**src/rtl/pico_io_pkg.sv**
```systemverilog
// Shared definitions for the PICO_MIPS switch-input capture path.
package pico_io_pkg;

    typedef logic [1:0] edge_mode_t;

    localparam edge_mode_t EDGE_RISE = 2'b00;
    localparam edge_mode_t EDGE_FALL = 2'b01;
    localparam edge_mode_t EDGE_BOTH = 2'b10;
    localparam edge_mode_t EDGE_OFF  = 2'b11;

endpackage

```
**src/rtl/sw_debounce.sv**
```systemverilog
// Strobe switch synchroniser and debouncer; pulses mark the cycle the debounced
// level toggles so the capture lands on the same edge as the level change.
module sw_debounce #(
    parameter int unsigned SYNC_STAGES  = 2,
    parameter int unsigned DEBOUNCE_CYC = 1024
) (
    input  logic clk,
    input  logic rst_n,
    input  logic sw_strobe,
    output logic deb,
    output logic rise_pulse,
    output logic fall_pulse
);

    localparam int unsigned CNT_W = $clog2(DEBOUNCE_CYC);

    logic [SYNC_STAGES-1:0] sync_q;
    logic [CNT_W-1:0]       cnt;
    logic                   strobe_s;
    logic                   toggle;

    assign strobe_s   = sync_q[SYNC_STAGES-1];
    assign toggle     = (strobe_s != deb) && (cnt == CNT_W'(DEBOUNCE_CYC - 1));
    assign rise_pulse = toggle && !deb;
    assign fall_pulse = toggle && deb;

    // Counter only advances while the synchronised level disagrees with deb
    always_ff @(posedge clk or negedge rst_n) begin
        if (!rst_n) begin
            sync_q <= '0;
            cnt    <= '0;
            deb    <= 1'b0;
        end else begin
            sync_q <= {sync_q[SYNC_STAGES-2:0], sw_strobe};
            if ((strobe_s == deb) || toggle) begin
                cnt <= '0;
            end else begin
                cnt <= cnt + CNT_W'(1);
            end
            if (toggle) begin
                deb <= !deb;
            end
        end
    end

endmodule

```
**src/rtl/sw_capture_fifo.sv**
```systemverilog
// Switch capture port: debounced strobe edges push synchronised data switches
// into a first-word-fall-through FIFO drained by the core.
module sw_capture_fifo
    import pico_io_pkg::*;
#(
    parameter  int unsigned DATA_W       = 8,
    parameter  int unsigned DEPTH        = 4,
    parameter  int unsigned DEBOUNCE_CYC = 1024,
    parameter  int unsigned SYNC_STAGES  = 2,
    localparam int unsigned CNT_W        = $clog2(DEPTH + 1)
) (
    input  logic              clk,
    input  logic              rst_n,
    input  logic [DATA_W-1:0] sw_data,
    input  logic              sw_strobe,
    input  edge_mode_t        edge_mode,
    input  logic              rd_en,
    input  logic              ovf_clr,
    output logic [DATA_W-1:0] rd_data,
    output logic              rd_valid,
    output logic [CNT_W-1:0]  count,
    output logic              overflow
);

    localparam int unsigned PTR_W = $clog2(DEPTH);

    logic [DATA_W-1:0] data_q [SYNC_STAGES];
    logic [DATA_W-1:0] mem    [DEPTH];
    logic [DATA_W-1:0] data_s;
    logic [PTR_W-1:0]  wr_ptr;
    logic [PTR_W-1:0]  rd_ptr;
    logic              deb;
    logic              rise_pulse;
    logic              fall_pulse;
    logic              dir_ok;
    logic              cap;
    logic              full;
    logic              push;
    logic              pop;
    logic              drop;

    sw_debounce #(
        .SYNC_STAGES  (SYNC_STAGES),
        .DEBOUNCE_CYC (DEBOUNCE_CYC)
    ) u_debounce (
        .clk        (clk),
        .rst_n      (rst_n),
        .sw_strobe  (sw_strobe),
        .deb        (deb),
        .rise_pulse (rise_pulse),
        .fall_pulse (fall_pulse)
    );

    always_ff @(posedge clk or negedge rst_n) begin
        if (!rst_n) begin
            for (int i = 0; i < int'(SYNC_STAGES); i++) begin
                data_q[i] <= '0;
            end
        end else begin
            data_q[0] <= sw_data;
            for (int i = 1; i < int'(SYNC_STAGES); i++) begin
                data_q[i] <= data_q[i-1];
            end
        end
    end

    assign data_s = data_q[SYNC_STAGES-1];

    // deb still holds the pre-toggle level, so deb==0 means a rising edge
    always_comb begin
        dir_ok = 1'b0;
        case (edge_mode)
            EDGE_RISE: dir_ok = !deb;
            EDGE_FALL: dir_ok = deb;
            EDGE_BOTH: dir_ok = 1'b1;
            default:   dir_ok = 1'b0;
        endcase
    end

    assign cap      = (rise_pulse || fall_pulse) && dir_ok;
    assign rd_valid = (count != '0);
    assign full     = (count == CNT_W'(DEPTH));
    assign pop      = rd_en && rd_valid;
    assign push     = cap && (!full || pop);
    assign drop     = cap && full && !pop;
    assign rd_data  = rd_valid ? mem[rd_ptr] : '0;

    always_ff @(posedge clk) begin
        if (push) begin
            mem[wr_ptr] <= data_s;
        end
    end

    always_ff @(posedge clk or negedge rst_n) begin
        if (!rst_n) begin
            wr_ptr   <= '0;
            rd_ptr   <= '0;
            count    <= '0;
            overflow <= 1'b0;
        end else begin
            if (push) begin
                wr_ptr <= wr_ptr + PTR_W'(1);
            end
            if (pop) begin
                rd_ptr <= rd_ptr + PTR_W'(1);
            end
            case ({push, pop})
                2'b10:   count <= count + CNT_W'(1);
                2'b01:   count <= count - CNT_W'(1);
                default: count <= count;
            endcase
            // A drop on the same cycle as a clear leaves the flag set
            if (drop) begin
                overflow <= 1'b1;
            end else if (ovf_clr) begin
                overflow <= 1'b0;
            end
        end
    end

endmodule

```
**config.mk**
```make
export PLATFORM = sky130hd
export DESIGN_NAME = sw_capture_fifo
export DESIGN_NICKNAME = d
export VERILOG_FILES = /design/src/rtl/pico_io_pkg.sv /design/src/rtl/sw_debounce.sv /design/src/rtl/sw_capture_fifo.sv
export SDC_FILE = /design/constraint.sdc
export NUM_CORES = 1
export LEC_CHECK = 0
export CAP_MARGIN = 20
export CORE_ASPECT_RATIO = 1.1
export CORE_MARGIN = 10
export CORE_UTILIZATION = 55
export CTS_CLUSTER_DIAMETER = 100
export DETAILED_ROUTE_END_ITERATION = 10
export PLACE_DENSITY = 0.78
export SLEW_MARGIN = 20
export SYNTH_ARGS = -nofsm -noshare
export SYNTH_HDL_FRONTEND = slang
export SYNTH_HIERARCHICAL = 1
export SYNTH_SLANG_ARGS = --single-unit
```
**constraint.sdc**
```tcl
create_clock -name clk -period 3.5 [get_ports clk]
set_clock_uncertainty 0.1 [all_clocks]
set_input_delay 0.7 -clock clk [delete_from_list [all_inputs] [get_ports clk]]
set_output_delay 0.7 -clock clk [all_outputs]
set_load 0.01 [all_outputs]
```
# == Word level (Yosys, flattened, before mapping) ==
# Memory sizes are Yosys's and may differ from the RTL's.
# Index checks and enable logic that the tools add are counted.
# word_totals
ff_bits,37
ram_bits,32
output_inout_bits,13
memories,1
# mem_list
name,words,word_bits,rd,rd_ports_with_merged_regs,wr,line_no,rtl
mem,4,8,1,0,1,sw_capture_fifo.sv:28,logic [DATA_W-1:0] mem [DEPTH];
# op_classes
add_sub_neg,5
eq_ne,8
mux,8
n_reduce_logical,18
# ops
op,count
$add A10 B1 Y10 const B,1
$eq A10 B10 Y1 const B,1
$mux W10,1
$logic_and A1 B1 Y1,8
$mux W8,1
$pmux W3 S2,1
$add A2 B1 Y2 const B,2
$eq A2 B1 Y1 const B,2
$eq A2 B2 Y1 const B,2
$mux W1,4
$reduce_bool A2 Y1,2
$add A3 B1 Y3 const B,1
$eq A3 B3 Y1 const B,1
$logic_not A1 Y1,3
$logic_or A1 B1 Y1,3
$pmux W1 S3,1
$reduce_bool A3 Y1,1
$sub A3 B1 Y3 const B,1
$logic_not A2 Y1,1
$eq A1 B1 Y1,1
$ne A1 B1 Y1,1

# == Depth between registers and ports, before layout ==
# logic_depth
depth_word,8
ltp_mapped,11
depth_no_buf,11

# == Cells and area by module ==
# Netlist, hierarchy kept.
# by_module_without_submodules
mod,n_inst,cells_per_inst,area_each_um2,seq_area_each_um2
sw_capture_fifo,1,113,2107.0,1561.5
sw_debounce,1,55,603.1,325.3

# == Worst setup path before layout ==
# No wires, ideal clock.
# synth_path
kind,flip-flop to flip-flop
startpoint,register u_debounce.cnt[0]
endpoint,memory mem[0][0] (enable)
setup_ns,0.332
arrival_time_ns,2.223
slack_ns,0.846
path_stages_with_launch,8
cell_sequence,dfrtp_1 ha_1 nand4_2 or3_4 nor3b_1 nor2_1 nor3_1 and2_1
# synth_via
elab_chain_cells,8
# synth_rtl
item,line_no,rtl
"start, declared",sw_debounce.sv:18,logic [CNT_W-1:0] cnt;
"start signal, assigned",sw_debounce.sv:38,cnt <= cnt + CNT_W'(1);
$eq A10 B10 Y1,sw_debounce.sv:23,assign toggle = (strobe_s != deb) && (cnt == CNT_W'(DEBOUNCE_CYC - 1));
$logic_and A1 B1 Y1,sw_debounce.sv:23,
$logic_and A1 B1 Y1,sw_debounce.sv:24,assign rise_pulse = toggle && !deb;
net rise_pulse,sw_capture_fifo.sv:33,logic rise_pulse;
$logic_or A1 B1 Y1,sw_capture_fifo.sv:80,assign cap = (rise_pulse || fall_pulse) && dir_ok;
$logic_and A1 B1 Y1,sw_capture_fifo.sv:80,
$logic_and A1 B1 Y1,sw_capture_fifo.sv:84,assign push = cap && (!full || pop);
$mux W1,sw_capture_fifo.sv:89,if (push) begin
$mux W1 (not written as such),sw_capture_fifo.sv:90,mem[wr_ptr] <= data_s;
"end, declared",sw_capture_fifo.sv:28,
# The timed path passes the listed nets, and every way through them passes these cells.

# == Final worst setup path ==
# layout_path
startpoint,register rd_ptr[0]
endpoint,output port rd_data[5]
# layout_via
elab_chain_cells,2
# layout_rtl
item,line_no,rtl
"start, declared",sw_capture_fifo.sv:31,logic [PTR_W-1:0] rd_ptr;
"start signal, assigned",sw_capture_fifo.sv:105,rd_ptr <= rd_ptr + PTR_W'(1);
$mem_v2 Z4 W8,-,
$mux W8,sw_capture_fifo.sv:86,assign rd_data = rd_valid ? mem[rd_ptr] : '0;
"end, declared",sw_capture_fifo.sv:19,"output logic [DATA_W-1:0] rd_data,"
# Every way passes these cells.

==> impl_metrics.tcl <==
set metrics [dict create \
    synth_top_area_cell "edfxtp_1" \
    endpoint_kind "primary output" \
    syn-mean-instance-area_um2 16.1 \
    p_sw_mw 0.555 \
    grt_pass1_vias 1552 \
    io_pins 28 \
    clock.fmax_mhz 323 \
    r2r_cells 7 \
    dieArea_um2 8140 \
    p_comb_share_pct 24.5 \
    grt_pass1_wl_um 7680 \
    critical_path_peak_fanout 10 \
    drt_iter0_markers 71 \
    cts_sinks 69 \
    dr.pass1.iters 4 \
    rsz0062_at_grt "false" \
    max-clock-path-buffers 2 \
    instances_no_fill 264 \
    crit_chain "mux4_2 > and2_1 > clkdlybuf4s50_1" \
    root_buffer "clkbuf_8" \
    die_h_um 93.6 \
    ant_nets 0 \
    htreeDepth 3 \
    async_flop_share_pct 53.6 \
    synth_seq_cells 69 \
    cts_tree "yes" \
    io_buffers 27 \
    dr_total_vias 1448 \
    required_ns 2.70 \
    synth_top_area_share_pct 35.5 \
    yosys_warnings 6 \
    overflow 0 \
    dp_cells 248 \
    seq_area_um2 1890 \
    wire_per_inst_um 17.4 \
    ys.flop_type "dfrtp_1" \
    drv_cap 0 \
    hold-worst-slack_ns 0.255 \
    cp_slowest_cell "dfrtp_1" \
    drc 0 \
    fill_cells 321 \
    power_frac_clock_pct 26.7 \
    start_util_pct 57.5 \
    clk_latency_ns 0.33 \
    cts_setup_buffers 0 \
    grt_max_degree 38 \
    numCtsBuffers 9 \
    hpwl_um 3340 \
    std_cell_rows 26 \
    r2r-start "u_debounce/cnt[0]$_DFF_PN0_" \
    synthTopCellsByCount "dfrtp_1 (37), edfxtp_1 (32), and2_1 (12)" \
    fin_nets 224 \
    pre_cts_ws_ns 0.457 \
    syn_nets 189 \
    antenna_found_initial 0 \
    power.density_nw_per_um2 633 \
    hold_path.class "reg2reg" \
    synthTopCellsByArea "edfxtp_1 (35%), dfrtp_1 (34%), mux4_2 (6.6%)" \
    path_buf_inv 1 \
    r2r-end "mem[0][4]$_DFFE_PP_" \
    reg2reg_slack_ns 0.45 \
    routed_wl_um 4580 \
    irDropWorstVdd_uv 318 \
    synthCells 168 \
    clk_pin_slew_ns 0.07 \
    ys_types 34 \
    yosysMostFrequentCell "dfrtp_1" \
    multi_input_area_um2 787 \
    p_sw_share_pct 27.4 \
    cpPeakStageDelay_ns 0.71 \
    grt_usage_pct 12.2 \
    area_delta_synth_final_pct 18.1 \
    die_w_um 86.9 \
    finalWorstSetupSlack_ns 0.402 \
    slew_headroom_pct 47.6 \
    fin_setup_tns_ns 0 \
    viasPerCell 5.48 \
    holdPathStages 0 \
    p_int_mw 1.47 \
    critPathLaunchType "flip-flop" \
    drv_slew 0 \
    drive_gt1_share_pct 17.8 \
    p_total_mw 2.02 \
    cp_data_arrival_time_ns 2.30 \
    core_area_um2 4720 \
    min_period_ns 3.10 \
    tightest_slew_ns 0.786 \
    synthesis.area_um2 2710 \
    finalSetupViolations 0 \
    synth-seq-area-share_pct 69.6 \
    final_core_util_pct 67.8 \
    cts.repair.resized 0 \
    postLayoutCellArea_um2 3200 \
    min_to "u_debounce/sync_q[1]$_DFF_PN0_" \
    p_seq_share_pct 48.8 \
    fin_crit_sh_pct 88.5 \
    synth_edf_count 32 \
    status "completed" \
    placed_cell_area_um2 3030 \
    finalHoldViolations 0 \
    worstSetupPathType "reg2out" \
    holdBufCountCts 0 \
    cpLargestDelayFamily "flip-flops" \
    min_from "u_debounce/sync_q[0]$_DFF_PN0_" \
    p_leak_nw 1.21 \
    antennaDiodeCount 0 \
    gp_congestion 0.839 \
]
-- worst max path at each step --
stage,from,endpoint,depth (start not counted)
2_1_floorplan,u_debounce/cnt[0]$_DFF_PN0_,mem[0][0]$_DFFE_PP_,7
3_3_place_gp,u_debounce/cnt[0]$_DFF_PN0_,mem[0][6]$_DFFE_PP_,7
3_5_place_dp,u_debounce/cnt[0]$_DFF_PN0_,mem[0][6]$_DFFE_PP_,7
4_1_cts,rd_ptr[0]$_DFFE_PN0P_,rd_data[5],3
5_1_grt,u_debounce/cnt[0]$_DFF_PN0_,mem[2][2]$_DFFE_PP_,7
6_report,rd_ptr[0]$_DFFE_PN0P_,rd_data[5],3
-- area by class of cell --
class | count | area share (%)
clock buffer | 10 | 3.99
clock inverter | 6 | 1.25
inverter | 6 | 0.704
multi-input combinational | 90 | 24.6
sequential | 69 | 59.0
tap | 56 | 2.19
timing repair buffer | 27 | 8.29
-- layer usage --
| layer | wire [µm] | track usage [%] | vias to the layer above | share of wire (%) |
|---|---|---|---|---|
| met5 | 0 | 0 | - | 0 |
| met4 | 64 | 7.30 | 0 | 1.4 |
| met3 | 199 | 3.04 | 6 | 4.3 |
| met2 | 2380 | 19.7 | 34 | 52 |
| met1 | 1940 | 14.3 | 729 | 42 |
| li1 | - | - | 679 | - |
-- placed cells by master, fill, tap and decap left out, drive strengths merged --
cell type,instances
a21oi,6
and2,13
and3,1
buf,1
clkbuf,10
clkdlybuf4s50,26
clkinv,5
clkinvlp,1
dfrtp,37
edfxtp,32
fa,1
ha,5
inv,6
mux2,2
mux4,8
nand2,7
nand2b,1
nand3,4
nand4,2
nor2,6
nor3,1
nor3b,2
nor4b,1
o21ai,7
o22ai,1
o31ai,3
or3,6
or4,2
xnor2,6
xor2,5
-- flip-flops by register name, summed over array words and instances (netlist names) --
name	flops
u_debounce/cnt	10
mem	32
data_s	8
wr_ptr	2
u_debounce/deb	1
u_debounce/sync_q	2
count	3
data_q	8
overflow	1
rd_ptr	2
-- power groups by stage --
stage	Clock [mW]	Sequential [mW]	Combinational (mW)
after floorplan	0	0.952	0.316
after global placement	0	0.999	0.489
after detailed placement	0	1.01	0.505
after CTS	0.554	0.991	0.510
after global routing	0.595	1.00	0.532
final	0.539	0.988	0.496
-- logic make-up after synthesis --
family	count (synthesis)	synth area share, %
AND/OR/NAND/NOR	46	10.4
XOR/XNOR	11	3.83
AO/OA/AOI/OAI	17	4.02
adder cells (fa/ha/maj)	6	3.05
buffers and inverters	9	1.34
multiplexers	10	7.76
flip-flops	69	69.6
Power figures use the tool's default switching activity.
